--- src/rtl/btb_branch_predictor.sv ---
// Direct-mapped branch target buffer with per-entry saturating direction counters,
// mispredict/redirect generation for the flush path, and saturating perf counters.
module btb_entry #(
    parameter int WORD_SIZE = 16,
    parameter int TAG_BITS  = 12,
    parameter int CNT_BITS  = 2
) (
    input  logic                 clk,
    input  logic                 reset,
    input  logic                 flush,
    input  logic                 upd,
    input  logic                 hit,
    input  logic                 taken,
    input  logic [TAG_BITS-1:0]  rtag,
    input  logic [WORD_SIZE-1:0] rtarget,
    output logic                 valid,
    output logic [TAG_BITS-1:0]  tag,
    output logic [WORD_SIZE-1:0] target,
    output logic [CNT_BITS-1:0]  cnt
);
    localparam logic [CNT_BITS-1:0] CNT_WT  = CNT_BITS'(1) << (CNT_BITS - 1);
    localparam logic [CNT_BITS-1:0] CNT_WNT = CNT_WT - CNT_BITS'(1);
    localparam logic [CNT_BITS-1:0] CNT_MAX = '1;

    always_ff @(posedge clk or posedge reset) begin
        if (reset) begin
            valid  <= 1'b0;
            tag    <= '0;
            target <= '0;
            cnt    <= CNT_WNT;
        end else if (flush) begin
            // Flush beats a same-cycle resolve: nothing gets allocated.
            valid <= 1'b0;
        end else if (upd) begin
            if (hit) begin
                if (taken) begin
                    target <= rtarget;
                    if (cnt != CNT_MAX) cnt <= cnt + CNT_BITS'(1);
                end else if (cnt != '0) begin
                    cnt <= cnt - CNT_BITS'(1);
                end
            end else if (taken) begin
                valid  <= 1'b1;
                tag    <= rtag;
                target <= rtarget;
                cnt    <= CNT_WT;
            end
        end
    end
endmodule

module btb_branch_predictor #(
    parameter int WORD_SIZE = 16,
    parameter int IDX_BITS  = 4,
    parameter int CNT_BITS  = 2,
    parameter int MODE      = 2,
    parameter int PERF_BITS = 16
) (
    input  logic                 clk,
    input  logic                 reset,
    input  logic [WORD_SIZE-1:0] pc,
    output logic [WORD_SIZE-1:0] pred_next_pc,
    output logic                 pred_taken,
    input  logic                 resolve_valid,
    input  logic [WORD_SIZE-1:0] resolve_pc,
    input  logic                 resolve_taken,
    input  logic [WORD_SIZE-1:0] resolve_target,
    input  logic [WORD_SIZE-1:0] resolve_pred_next,
    output logic                 mispredict,
    output logic [WORD_SIZE-1:0] redirect_pc,
    input  logic                 flush_table,
    output logic [PERF_BITS-1:0] pred_count,
    output logic [PERF_BITS-1:0] mispred_count
);
    localparam int ENTRIES  = 2 ** IDX_BITS;
    localparam int TAG_BITS = WORD_SIZE - IDX_BITS;

    logic [ENTRIES-1:0]                valid_q;
    logic [ENTRIES-1:0][TAG_BITS-1:0]  tag_q;
    logic [ENTRIES-1:0][WORD_SIZE-1:0] target_q;
    logic [ENTRIES-1:0][CNT_BITS-1:0]  cnt_q;
    logic [ENTRIES-1:0]                upd_sel;

    logic [IDX_BITS-1:0] idx, ridx;
    logic [TAG_BITS-1:0] tag, rtag;
    logic                hit, rhit;
    logic [WORD_SIZE-1:0] actual_next;

    assign idx  = pc[IDX_BITS-1:0];
    assign tag  = pc[WORD_SIZE-1:IDX_BITS];
    assign ridx = resolve_pc[IDX_BITS-1:0];
    assign rtag = resolve_pc[WORD_SIZE-1:IDX_BITS];
    assign hit  = valid_q[idx] && (tag_q[idx] == tag);
    assign rhit = valid_q[ridx] && (tag_q[ridx] == rtag);

    for (genvar e = 0; e < ENTRIES; e++) begin : g_entry
        assign upd_sel[e] = resolve_valid && (ridx == IDX_BITS'(e));
        btb_entry #(.WORD_SIZE(WORD_SIZE), .TAG_BITS(TAG_BITS), .CNT_BITS(CNT_BITS)) u_entry (
            .clk     (clk),
            .reset   (reset),
            .flush   (flush_table),
            .upd     (upd_sel[e]),
            .hit     (rhit),
            .taken   (resolve_taken),
            .rtag    (rtag),
            .rtarget (resolve_target),
            .valid   (valid_q[e]),
            .tag     (tag_q[e]),
            .target  (target_q[e]),
            .cnt     (cnt_q[e])
        );
    end

    // Lookup reads registered state only, so a same-cycle update is not bypassed.
    always_comb begin
        pred_taken = 1'b0;
        case (MODE)
            1:       pred_taken = hit;
            2:       pred_taken = hit && cnt_q[idx][CNT_BITS-1];
            default: pred_taken = 1'b0;
        endcase
    end

    assign pred_next_pc = pred_taken ? target_q[idx] : pc + WORD_SIZE'(1);
    assign actual_next  = resolve_taken ? resolve_target : resolve_pc + WORD_SIZE'(1);
    assign redirect_pc  = actual_next;
    assign mispredict   = resolve_valid && (actual_next != resolve_pred_next);

    always_ff @(posedge clk or posedge reset) begin
        if (reset) begin
            pred_count    <= '0;
            mispred_count <= '0;
        end else begin
            if (resolve_valid && (pred_count != '1)) pred_count <= pred_count + PERF_BITS'(1);
            if (mispredict && (mispred_count != '1)) mispred_count <= mispred_count + PERF_BITS'(1);
        end
    end
endmodule

--- config.mk ---
export PLATFORM = sky130hd
export DESIGN_NAME = btb_branch_predictor
export DESIGN_NICKNAME = d
export VERILOG_FILES = /design/src/rtl/btb_branch_predictor.sv
export SDC_FILE = /design/constraint.sdc
export NUM_CORES = 1
export LEC_CHECK = 0
export CAP_MARGIN = 20
export CORE_UTILIZATION = 45
export DETAILED_ROUTE_END_ITERATION = 7
export HOLD_SLACK_MARGIN = 0.08
export PLACE_DENSITY_LB_ADDON = 0.05
export SLEW_MARGIN = 20
export SYNTH_ARGS = -nofsm -noshare
export SYNTH_HDL_FRONTEND = slang
export SYNTH_SLANG_ARGS = --single-unit
export TNS_END_PERCENT = 50
--- constraint.sdc ---
create_clock -name clk -period 24.8 [get_ports clk]
set_clock_uncertainty 0.2 [all_clocks]
set_input_delay 4.96 -clock clk [delete_from_list [all_inputs] [get_ports clk]]
set_output_delay 4.96 -clock clk [all_outputs]
set_load 0.01 [all_outputs]
==> impl_summary.txt, run 1 <==
----------------------------------------------------
[Clock network]
  Maximum clock insertion buffer count ... 3
  Clock root buffer master ... sky130_fd_sc_hd__clkbuf_16
  Total setup buffers inserted after CTS ... 0
  Hold buffer count at cts ... 0
  Number of sinks on the clock net ... 528
  TritonCTS clock tree ... done
  Deepest level of the CTS H-tree ... 2
  Insertion delay of the later-clocked pin in the worst-skew pair ... 0.64 ns
  Post-cts resize count ... 0
  Clock input transition at the sequential cells of the worst setup and hold paths ... 0.06 ns
  CTS buffer count ... 61

[Global route]
  Number of antenna violations at the first check in global routing ... 6
  Global router's overall resource usage ... 28.2%
  Pin count of the biggest net entering global routing ... 140
  First-pass GRT wire length ... 133 mm
  Remaining Overflow, GRT ... 0
  Via count of the first global-routing pass ... 20,000

[Yosys]
  Mean area per synthesized cell ... 12.4 um^2
  Synthesized netlist cell count ... 2,275
  Number of enable-type register cells in the synthesized netlist ... 0
  Commonest register cell after synthesis ... sky130_fd_sc_hd__dfrtp_1
  Number of warning messages in the yosys log ... 0
  Share of synthesized area occupied by flip-flops and latches ... 46.8%
  Number of unique standard cell types used by synthesis ... 75
  Syn_nets ... 2,351
  Ys async rst share ... 100%
  Combined area of all synthesized cells ... 0.0283 mm^2
  FF+latch count, synth ... 528

[Power and ir drop]
  Int Power ... 1.76 mW
  Switching Power ... 0.641 mW
  Largest vdd supply drop ... 0.0509 mV
  Cell leakage power ... 14.4 nW
  Proportion of power drawn by the clock network ... 38.5%
  Total power density per cell area ... 74.2 mW/mm^2
  Share of power burned in registers ... 44.4%
  Part of the power in combinational logic ... 17.1%
  Total power consumption of the routed design ... 2.40 mW
  Switching share of power ... 26.7%

[Routing]
  Total vias in the final route ... 19,400
  Post-DR wirelength/cell ... 27.2 um
  Drt via density ... 6.02
  Routed wire length ... 87.8 mm
  Count of nets left with antenna violations after detail routing ... 0
  Detailed Routing Iterations Pass 1 ... 5
  DRC violation total after the first TritonRoute iteration ... 1,550
  DRC viols ... 0

[Critical path]
  Largest stage delay on the critical path ... 0.75 ns
  Critical-path cell with the highest stage delay ... sky130_fd_sc_hd__or3_1
  Arrival time reported for the critical path endpoint ... 9.45 ns
  Worst path most repeated cell ... sky130_fd_sc_hd__a21oi_1
  Critical-path cell list ... buf_6 > buf_12 > mux4_2 > nor2b_1 > a211oi_1 > a21oi_1 > xor2_1 > a21oi_1 > nand4_1 > or3_1 > mux2_2 > clkdlybuf4s50_1
  Critical path data required time ... 19.64 ns
  Largest fanout on the critical path ... 82
  Class of the most critical setup path ... primary input to output pin
  Crit path launch type ... primary input
  Crit path capture type ... output pin

[Die]
  Floorplan die area ... 0.0638 mm^2
  Die Y ... 253 um
  Placement Rows ... 91
  Area of the core region ... 0.0619 mm^2
  Io pins ... 135
  Initial Util ... 45.6%
  Die width ... 253 um

[Layout]
  Most used cells in the layout excluding fill and tap cells ... 512 x sky130_fd_sc_hd__dfrtp_1, 421 x sky130_fd_sc_hd__mux2_2, 279 x sky130_fd_sc_hd__nand2_1
  Leading cell type in the layout, fill and taps excluded ... sky130_fd_sc_hd__dfrtp_1
  Nets ... 2,417
  Number of inserted filler cells in the final layout ... 5,428
  Relative area change from synthesis to final layout ... 14.2%
  Fraction of layout cells with a size suffix above 1 ... 33.4%

[Timing]
  Final clock period utilization by the worst path ... 58.9%
  Final count of pins violating max slew ... 0
  Total count of hold-check failures in the final report ... 0
  Relative slew slack ... 20.3%
  Setup-failing EPs final ... 0
  Fmax ... 68.4 MHz
  Sum of negative setup slack ... 0 ns
  Worst slew pin tran ... 1.19 ns
  Final period demand of the worst path ... 14.61 ns
  Unrepaired setup endpoints after global routing ... false

[Worst hold path]
  Kind of path behind the tightest hold check ... register to register

[Status]
  Status ... completed

[Placed design]
  Number of port buffers ... 134
  Dpl hpwl ... 55.8 mm
  Final Wtd Congestion ... 0.836

[Job]
  Number of violations of the max-capacitance limit ... 0

----------------------------------------------------
==> sequential cells by signal (all words and copies together), names as in the netlist <==
signal / cells
mispred_count: 16
g_entry.u_entry.tag: 192
g_entry.u_entry.target: 256
pred_count: 16
g_entry.u_entry.valid: 16
g_entry.u_entry.cnt: 32
==> area by class of cell <==
class	count	area [um^2]	share of cell area [%]
tap	837	1050	3.24
sequential	528	13200	41.0
multi-input combinational	1504	14000	43.3
clock buffer	93	1820	5.63
clock inverter	17	228	0.705
inverter	55	214	0.663
timing repair buffer	191	1770	5.48
antenna	2	5.00	0.0155
==> worst paths after layout <==
kind                                               from                            end  slack, ns  depth (start not counted)
max                                               pc[0]                pred_next_pc[9]      10.19                         12
min                        g_entry[9].u_entry.target[6]   g_entry[9].u_entry.target[6]       0.27                          2
max reg2reg                  g_entry[11].u_entry.tag[8]      g_entry[0].u_entry.tag[7]      20.13                         10
min reg2reg                g_entry[9].u_entry.target[6]   g_entry[9].u_entry.target[6]       0.27                          2
max in group asynchronous                         reset  g_entry[3].u_entry.target[12]      16.76                          5
min in group asynchronous                         reset     g_entry[15].u_entry.cnt[1]       4.65                          2
==> power by group through the flow <==
stage	Sequential [mW]	Combinational, mW	Clock, mW
global route	1.08	0.443	0.977
finish	1.06	0.410	0.923
detailed placement	1.08	0.411	0
floorplan	1.05	0.287	0
global placement	1.07	0.403	0
CTS	1.06	0.413	0.942
==> cells by family after synthesis <==
kind of cell | share of synthesized area [%]
flip-flops | 46.8
AND/OR/NAND/NOR | 8.90
multiplexers | 31.8
buffers and inverters | 3.89
AO/OA/AOI/OAI | 5.12
XOR/XNOR | 3.15
adder cells (fa/ha/maj) | 0.310
==> per-layer routing <==
layer,vias up,global-route usage [%],share of wire [%]
li1,8451,-,-
met3,153,6.00,7.1
met4,10,8.68,3.0
met2,655,44.2,46
met5,-,0,0.063
met1,10200,39.3,43
==> through the flow <==
stage / hold WS (ns) / std cells / worst slack, ns / utilization, % / instance area [um^2]
floorplan: 0.241 / 2275 / 4.91 / - / 28300
global placement: 0.252 / 3115 / 10.26 / 48.8 / 30200
detailed placement: 0.260 / 3115 / 10.25 / 48.8 / 30200
CTS: 0.275 / 3225 / 10.24 / 52.1 / 32300
global route: 0.286 / 3226 / 10.0 / 52.1 / 32300
finish: 0.271 / 3227 / 10.19 / 52.1 / 32300
==> synthesized netlist by cell type, types with 10 or more instances <==
| cell | number | share of area (%) |
|---|---|---|
| sky130_fd_sc_hd__xor2_1 | 28 | 0.87 |
| sky130_fd_sc_hd__buf_4 | 10 | 0.27 |
| sky130_fd_sc_hd__o31ai_1 | 10 | 0.27 |
| sky130_fd_sc_hd__nor4_1 | 10 | 0.22 |
| sky130_fd_sc_hd__buf_1 | 19 | 0.25 |
| sky130_fd_sc_hd__mux4_2 | 172 | 14 |
| sky130_fd_sc_hd__dfrtp_1 | 512 | 45 |
| sky130_fd_sc_hd__nor3_1 | 29 | 0.51 |
| sky130_fd_sc_hd__buf_6 | 14 | 0.56 |
| sky130_fd_sc_hd__mux2_2 | 421 | 17 |
| sky130_fd_sc_hd__dfstp_2 | 16 | 1.5 |
| sky130_fd_sc_hd__xnor2_1 | 66 | 2.0 |
| sky130_fd_sc_hd__clkbuf_1 | 109 | 1.4 |
| sky130_fd_sc_hd__mux2i_1 | 36 | 1.3 |
| sky130_fd_sc_hd__nand3_1 | 52 | 0.92 |
| sky130_fd_sc_hd__nand4_1 | 15 | 0.33 |
| sky130_fd_sc_hd__a22oi_1 | 12 | 0.32 |
| sky130_fd_sc_hd__a21oi_1 | 30 | 0.53 |
| sky130_fd_sc_hd__nand2b_1 | 10 | 0.22 |
| sky130_fd_sc_hd__nand2_1 | 279 | 3.7 |
| sky130_fd_sc_hd__a211oi_1 | 22 | 0.58 |
| sky130_fd_sc_hd__nor2b_1 | 16 | 0.35 |
| sky130_fd_sc_hd__buf_2 | 36 | 0.64 |
| sky130_fd_sc_hd__nor2_1 | 79 | 1.0 |
| sky130_fd_sc_hd__inv_1 | 53 | 0.70 |
| sky130_fd_sc_hd__o21ai_0 | 55 | 0.97 |
| sky130_fd_sc_hd__and3_1 | 16 | 0.35 |
| sky130_fd_sc_hd__o22ai_1 | 25 | 0.55 |
==> worst max-delay path: cells and delay by family <==
kind / cells / cell delay, ns
AND/OR/NAND/NOR: 3 / 1.00
multiplexers: 2 / 1.06
AO/OA/AOI/OAI: 3 / 0.53
XOR/XNOR: 1 / 0.21
buffers and inverters: 3 / 1.34
Note: power is estimated with default switching activity, not from simulation.
==> run 2, diff against run 1 <==
clock period = 12.1 ns   (was 24.8 ns; I/O delays follow)
==> run 2 against run 1 <==
Against the previous run: cell count rose by 0.19%; register-to-register slack got worse by 13 ns; non-clock buffer count rose by 5; via count rose by 0.80%; first-iteration DRC count rose by 9.7%; utilization rose by 0.13 points; combinational power rose by 110%; flip-flop and latch count did not move; global-route usage barely moved; setup slack got worse by 7.3 ns; critical path type unchanged; sequential power rose by 110%.
==> impl_summary.txt, run 2 (synthesis gave the netlist of run 1 again) <==
----------------------------------------------------
[Status]
  Status ... completed

[Clock network]
  CTS buffer count ... 60
  Deepest level of the CTS H-tree ... 2
  Clock input transition at the sequential cells of the worst setup and hold paths ... 0.06 ns
  Post-cts resize count ... 0
  Hold buffer count at cts ... 0
  TritonCTS clock tree ... done
  Maximum clock insertion buffer count ... 3
  Number of sinks on the clock net ... 528
  Clock root buffer master ... sky130_fd_sc_hd__clkbuf_16
  Total setup buffers inserted after CTS ... 0
  Insertion delay of the later-clocked pin in the worst-skew pair ... 0.64 ns

[Die]
  Initial Util ... 45.6%
  Placement Rows ... 91
  Die Y ... 253 um
  Area of the core region ... 0.0619 mm^2
  Die width ... 253 um
  Floorplan die area ... 0.0638 mm^2
  Io pins ... 135

[Critical path]
  Worst path most repeated cell ... sky130_fd_sc_hd__a21oi_1
  R2R Setup Slk ... 7.50 ns
  Crit path launch type ... primary input
  Crit path capture type ... output pin
  CP Buf/Inv Count ... 3
  Arrival time reported for the critical path endpoint ... 6.56 ns
  Largest fanout on the critical path ... 46
  Critical-path cell with the highest stage delay ... sky130_fd_sc_hd__or3_1
  Cell class contributing the biggest share of worst-path delay ... buffers and inverters
  Critical-path cell list ... buf_6 > buf_4 > mux4_2 > nor2b_1 > a211oi_1 > a21oi_1 > xor2_1 > a21oi_1 > nand4_1 > or3_1 > mux2_2 > clkdlybuf4s50_1
  Critical path data required time ... 9.48 ns
  Class of the most critical setup path ... primary input to output pin
  Largest stage delay on the critical path ... 0.74 ns

[Power and ir drop]
  Switching share of power ... 26.9%
  Total power density per cell area ... 153 mW/mm^2
  Proportion of power drawn by the clock network ... 39.0%
  Share of power burned in registers ... 44.0%
  Int Power ... 3.61 mW
  Switching Power ... 1.33 mW
  Largest vdd supply drop ... 0.106 mV
  Cell leakage power ... 14.4 nW
  Part of the power in combinational logic ... 17.0%

[Timing]
  Setup-failing EPs final ... 0
  Total count of hold-check failures in the final report ... 0
  Final clock period utilization by the worst path ... 75.9%
  Unrepaired setup endpoints after global routing ... false
  Final period demand of the worst path ... 9.18 ns
  Final count of pins violating max slew ... 0
  Relative slew slack ... 22.6%
  Sum of negative setup slack ... 0 ns
  Worst slew pin tran ... 1.16 ns
  Worst slack on hold paths ... 0.273 ns
  Fmax ... 109 MHz

[Global route]
  Pin count of the biggest net entering global routing ... 132
  Number of antenna violations at the first check in global routing ... 9
  Global router's overall resource usage ... 28.3%
  Via count of the first global-routing pass ... 19,900
  Remaining Overflow, GRT ... 0
  First-pass GRT wire length ... 133 mm

[Routing]
  Detailed Routing Iterations Pass 1 ... 6
  DRC viols ... 0
  Routed wire length ... 87.9 mm
  DRC violation total after the first TritonRoute iteration ... 1,700
  Count of nets left with antenna violations after detail routing ... 0
  Total vias in the final route ... 19,600
  Drt via density ... 6.06
  Post-DR wirelength/cell ... 27.2 um

[Placed design]
  Number of port buffers ... 134
  Final Wtd Congestion ... 0.865
  Number of cells in the design after placement ... 3,120
  Dpl hpwl ... 55.9 mm

[Layout]
  Number of inserted filler cells in the final layout ... 5,413
  Largest registers ranked by flip-flop count ... g_entry.u_entry.target: 256 flops, g_entry.u_entry.tag: 192 flops, g_entry.u_entry.cnt: 32 flops
  Max reg flops ... 256
  Relative area change from synthesis to final layout ... 14.5%
  Largest register by flop count ... g_entry.u_entry.target
  Leading cell type in the layout, fill and taps excluded ... sky130_fd_sc_hd__dfrtp_1
  Nets ... 2,421
  Post-layout instance count excluding filler cells ... 3,233
  Antenna fix cells ... 0
  Fraction of layout cells with a size suffix above 1 ... 34.1%
  Most used cells in the layout excluding fill and tap cells ... 512 x sky130_fd_sc_hd__dfrtp_1, 421 x sky130_fd_sc_hd__mux2_2, 277 x sky130_fd_sc_hd__nand2_1

[Job]
  Number of violations of the max-capacitance limit ... 0

[Worst hold path]
  Kind of path behind the tightest hold check ... register to register

----------------------------------------------------
run 2: cell count changes in the layout (fill, tap and decap cells not counted), moves of 2 or more:
cell	previous run	this run
sky130_fd_sc_hd__nand2_2	4	6
sky130_fd_sc_hd__clkbuf_1	16	5
sky130_fd_sc_hd__clkinvlp_4	1	8
sky130_fd_sc_hd__clkinv_2	9	17
sky130_fd_sc_hd__nand2_1	279	277
sky130_fd_sc_hd__buf_4	56	63
sky130_fd_sc_hd__diode_2	2	0
run 2: metal layers:
layer	global-route usage [%]	vias to the layer above	part of all wire, %
met5	0	-	0.13
met3	6.05	145	7.0
li1	-	8426	-
met4	7.36	16	2.4
met1	40.0	10400	44
met2	44.2	652	46
run 2: area by class of cell:
class	count	area [um^2]	area share, %
Multi-Input combinational cell	1504	14000	43.2
Tap cell	837	1050	3.24
Inverter	55	210	0.650
Clock inverter	32	343	1.06
Clock buffer	81	1760	5.45
Timing Repair Buffer	196	1800	5.55
Sequential cell	528	13200	40.9
run 2: tightest hold or removal path, stage by stage (launching register included):
cell,delay (ns)
sky130_fd_sc_hd__dfrtp_1,0.33
sky130_fd_sc_hd__nand2_1,0.05
sky130_fd_sc_hd__nand2_1,0.06
run 2: power by group through the flow:
| stage | combinational, mW | sequential (mW) | clock, mW |
|---|---|---|---|
| after detailed placement | 0.843 | 2.20 | 0 |
| after global routing | 0.909 | 2.21 | 2.03 |
| final | 0.841 | 2.18 | 1.93 |
| after floorplan | 0.589 | 2.16 | 0 |
| after CTS | 0.846 | 2.18 | 1.96 |
| after global placement | 0.826 | 2.19 | 0 |
run 2: path summary, 6_finish.rpt:
check                                             start                        endpoint  cells after the start
hold reg to reg            g_entry[9].u_entry.target[9]    g_entry[9].u_entry.target[9]                      2
setup / recovery                                  pc[0]                 pred_next_pc[1]                     12
hold / removal             g_entry[9].u_entry.target[9]    g_entry[9].u_entry.target[9]                      2
min in group asynchronous                         reset      g_entry[10].u_entry.tag[7]                      2
setup reg to reg             g_entry[11].u_entry.tag[8]       g_entry[4].u_entry.tag[2]                     10
max in group asynchronous                         reset  g_entry[10].u_entry.target[11]                      4
run 2: through the flow:
stage | util [%] | worst slack (ns) | power, mW | instance area (um^2)
2_1_floorplan | - | 2.32 | 2.75 | 28300
3_3_place_gp | 48.8 | 2.96 | 3.02 | 30300
3_5_place_dp | 48.8 | 2.90 | 3.05 | 30300
4_1_cts | 52.2 | 2.88 | 4.98 | 32400
5_1_grt | 52.3 | 2.65 | 5.15 | 32400
6_report | 52.3 | 2.92 | 4.94 | 32400
==> run 3, diff against run 2 <==
clock period = 9.4 ns   (was 12.1 ns; I/O delays follow)
==> run 3 against run 2 <==
Against the previous run: clock power is 28% higher; via count hardly changed; hold slack worse by 0.0027 ns; global-route usage is 0.26 points higher; first-iteration DRC count is 12% higher; flip-flop and latch count stayed put; count of clock-buffer cells in the layout is 4 higher; sequential share of layout area is 0.062 points lower; largest power group unchanged; total power is 29% higher.
==> impl_summary.txt, run 3 (synthesis gave the netlist of run 1 again) <==
----------------------------------------------------
[Clock network]
  TritonCTS clock tree ... done
  Maximum clock insertion buffer count ... 3
  Hold buffer count at cts ... 0
  Total setup buffers inserted after CTS ... 0
  Clock root buffer master ... sky130_fd_sc_hd__clkbuf_16
  Post-cts resize count ... 0
  Deepest level of the CTS H-tree ... 2
  Number of sinks on the clock net ... 528
  Insertion delay of the later-clocked pin in the worst-skew pair ... 0.63 ns
  CTS buffer count ... 61
  Clock input transition at the sequential cells of the worst setup and hold paths ... 0.06 ns

[Layout]
  Largest registers ranked by flip-flop count ... g_entry.u_entry.target: 256 flops, g_entry.u_entry.tag: 192 flops, g_entry.u_entry.cnt: 32 flops
  Number of inserted filler cells in the final layout ... 5,402
  Post-layout instance count excluding filler cells ... 3,236
  Post-route cell area ... 0.0324 mm^2
  Leading cell type in the layout, fill and taps excluded ... sky130_fd_sc_hd__dfrtp_1
  Fraction of layout cells with a size suffix above 1 ... 34.1%
  Max reg flops ... 256
  Most used cells in the layout excluding fill and tap cells ... 512 x sky130_fd_sc_hd__dfrtp_1, 421 x sky130_fd_sc_hd__mux2_2, 276 x sky130_fd_sc_hd__nand2_1
  Largest register by flop count ... g_entry.u_entry.target
  Relative area change from synthesis to final layout ... 14.6%
  Core utilization of the finished layout ... 52.3%
  Nets ... 2,425

[Critical path]
  Arrival time reported for the critical path endpoint ... 5.84 ns
  FF-to-FF path depth ... 10
  R2R Setup Slk ... 4.53 ns
  Crit path capture type ... output pin
  Worst reg2reg path startpoint ... g_entry[11].u_entry.tag[2]
  Critical path data required time ... 7.32 ns
  Crit path launch type ... primary input
  Class of the most critical setup path ... primary input to output pin
  Largest fanout on the critical path ... 29
  Critical R2R Capture ... g_entry[10].u_entry.tag[4]

[Routing]
  DRC viols ... 0
  Routed wire length ... 89.1 mm
  Post-DR wirelength/cell ... 27.5 um
  DRC violation total after the first TritonRoute iteration ... 1,898
  Detailed Routing Iterations Pass 1 ... 5
  Total vias in the final route ... 19,600
  Drt via density ... 6.05
  Count of nets left with antenna violations after detail routing ... 0

[Die]
  Placement Rows ... 91
  Die Y ... 253 um
  Floorplan die area ... 0.0638 mm^2
  Initial Util ... 45.6%
  Area of the core region ... 0.0619 mm^2
  Io pins ... 135
  Die width ... 253 um

[Global route]
  Global router's overall resource usage ... 28.5%
  Remaining Overflow, GRT ... 0
  Via count of the first global-routing pass ... 19,700
  Number of antenna violations at the first check in global routing ... 7
  First-pass GRT wire length ... 133 mm
  Pin count of the biggest net entering global routing ... 169

[Timing]
  Unrepaired setup endpoints after global routing ... false
  Total count of hold-check failures in the final report ... 0
  Setup-failing EPs final ... 0
  Final clock period utilization by the worst path ... 84.3%
  Sum of negative setup slack ... 0 ns
  Setup slack of the critical path after layout ... 1.48 ns
  Relative slew slack ... 24.7%
  Final period demand of the worst path ... 7.92 ns
  Worst slew pin tran ... 1.13 ns
  Worst slack on hold paths ... 0.270 ns
  Fmax ... 126 MHz
  Final count of pins violating max slew ... 0

[Worst hold path]
  Cell depth of the worst min-delay path ... 2
  Hold worst-path end ... g_entry[2].u_entry.target[8]
  Kind of path behind the tightest hold check ... register to register
  Hold path startpoint ... g_entry[2].u_entry.target[8]

[Placed design]
  Setup slack after placement ... 1.50 ns
  Final Wtd Congestion ... 0.849
  Cell Area, Placed ... 0.0303 mm^2
  Number of port buffers ... 134
  Dpl hpwl ... 55.9 mm
  Number of cells in the design after placement ... 3,123

[Job]
  Number of violations of the max-capacitance limit ... 0

[Power and ir drop]
  Cell leakage power ... 14.5 nW
  Largest vdd supply drop ... 0.150 mV
  Total power density per cell area ... 196 mW/mm^2
  Total power consumption of the routed design ... 6.37 mW

[Status]
  Status ... completed

----------------------------------------------------
-- run 3: cell count changes in the layout (fill, tap and decap cells not counted), sizes merged --
cell	delta
buf	+3
clkinv	-1
diode	+1
clkinvlp	-5
bufinv	+1
clkbuf	+4
-- run 3: where the power goes --
part           total [mW]  switching (mW)  internal (mW)  leakage (nW)
clock                2.48           0.983           1.50          1.04
sequential           2.80           0.211           2.59          6.94
combinational        1.09           0.502          0.586          6.49
total                6.37            1.70           4.67          14.5
-- run 3: worst max-delay path by stage --
stage	from	to	slack (ns)
global route	pc[2]	pred_next_pc[2]	1.36
finish	pc[2]	pred_next_pc[2]	1.48
floorplan	reset	g_entry[0].u_entry.cnt[1]	0.16
CTS	pc[2]	pred_next_pc[2]	1.49
detailed placement	pc[2]	pred_next_pc[2]	1.50
global placement	pc[2]	pred_next_pc[13]	1.53
-- run 3: critical path: stages --
cell,delay (ns)
sky130_fd_sc_hd__buf_4,0.49
sky130_fd_sc_hd__mux4_2,0.58
sky130_fd_sc_hd__nor2b_1,0.14
sky130_fd_sc_hd__a211oi_1,0.24
sky130_fd_sc_hd__a21oi_1,0.09
sky130_fd_sc_hd__xnor2_1,0.27
sky130_fd_sc_hd__nand4_1,0.27
sky130_fd_sc_hd__or3_1,0.86
sky130_fd_sc_hd__mux2_2,0.46
sky130_fd_sc_hd__clkdlybuf4s50_1,0.50
-- run 3: area by class of cell --
| cell class | instances | area (um^2) | area share, % |
|---|---|---|---|
| Tap cell | 837 | 1050 | 3.23 |
| Timing Repair Buffer | 199 | 1830 | 5.65 |
| Sequential cell | 528 | 13200 | 40.8 |
| Multi-Input combinational cell | 1504 | 14000 | 43.1 |
| Inverter | 55 | 210 | 0.649 |
| Clock buffer | 85 | 1770 | 5.45 |
| Antenna cell | 1 | 2.50 | 0.00772 |
| Clock inverter | 27 | 334 | 1.03 |
-- run 3: routing by layer --
layer / GRT usage, % / up-vias / share of wire (%)
met5: 0 / - / 0.094
met4: 8.03 / 12 / 2.6
met3: 7.19 / 146 / 7.9
met2: 43.2 / 702 / 45
met1: 40.5 / 10300 / 44
li1: - / 8443 / -
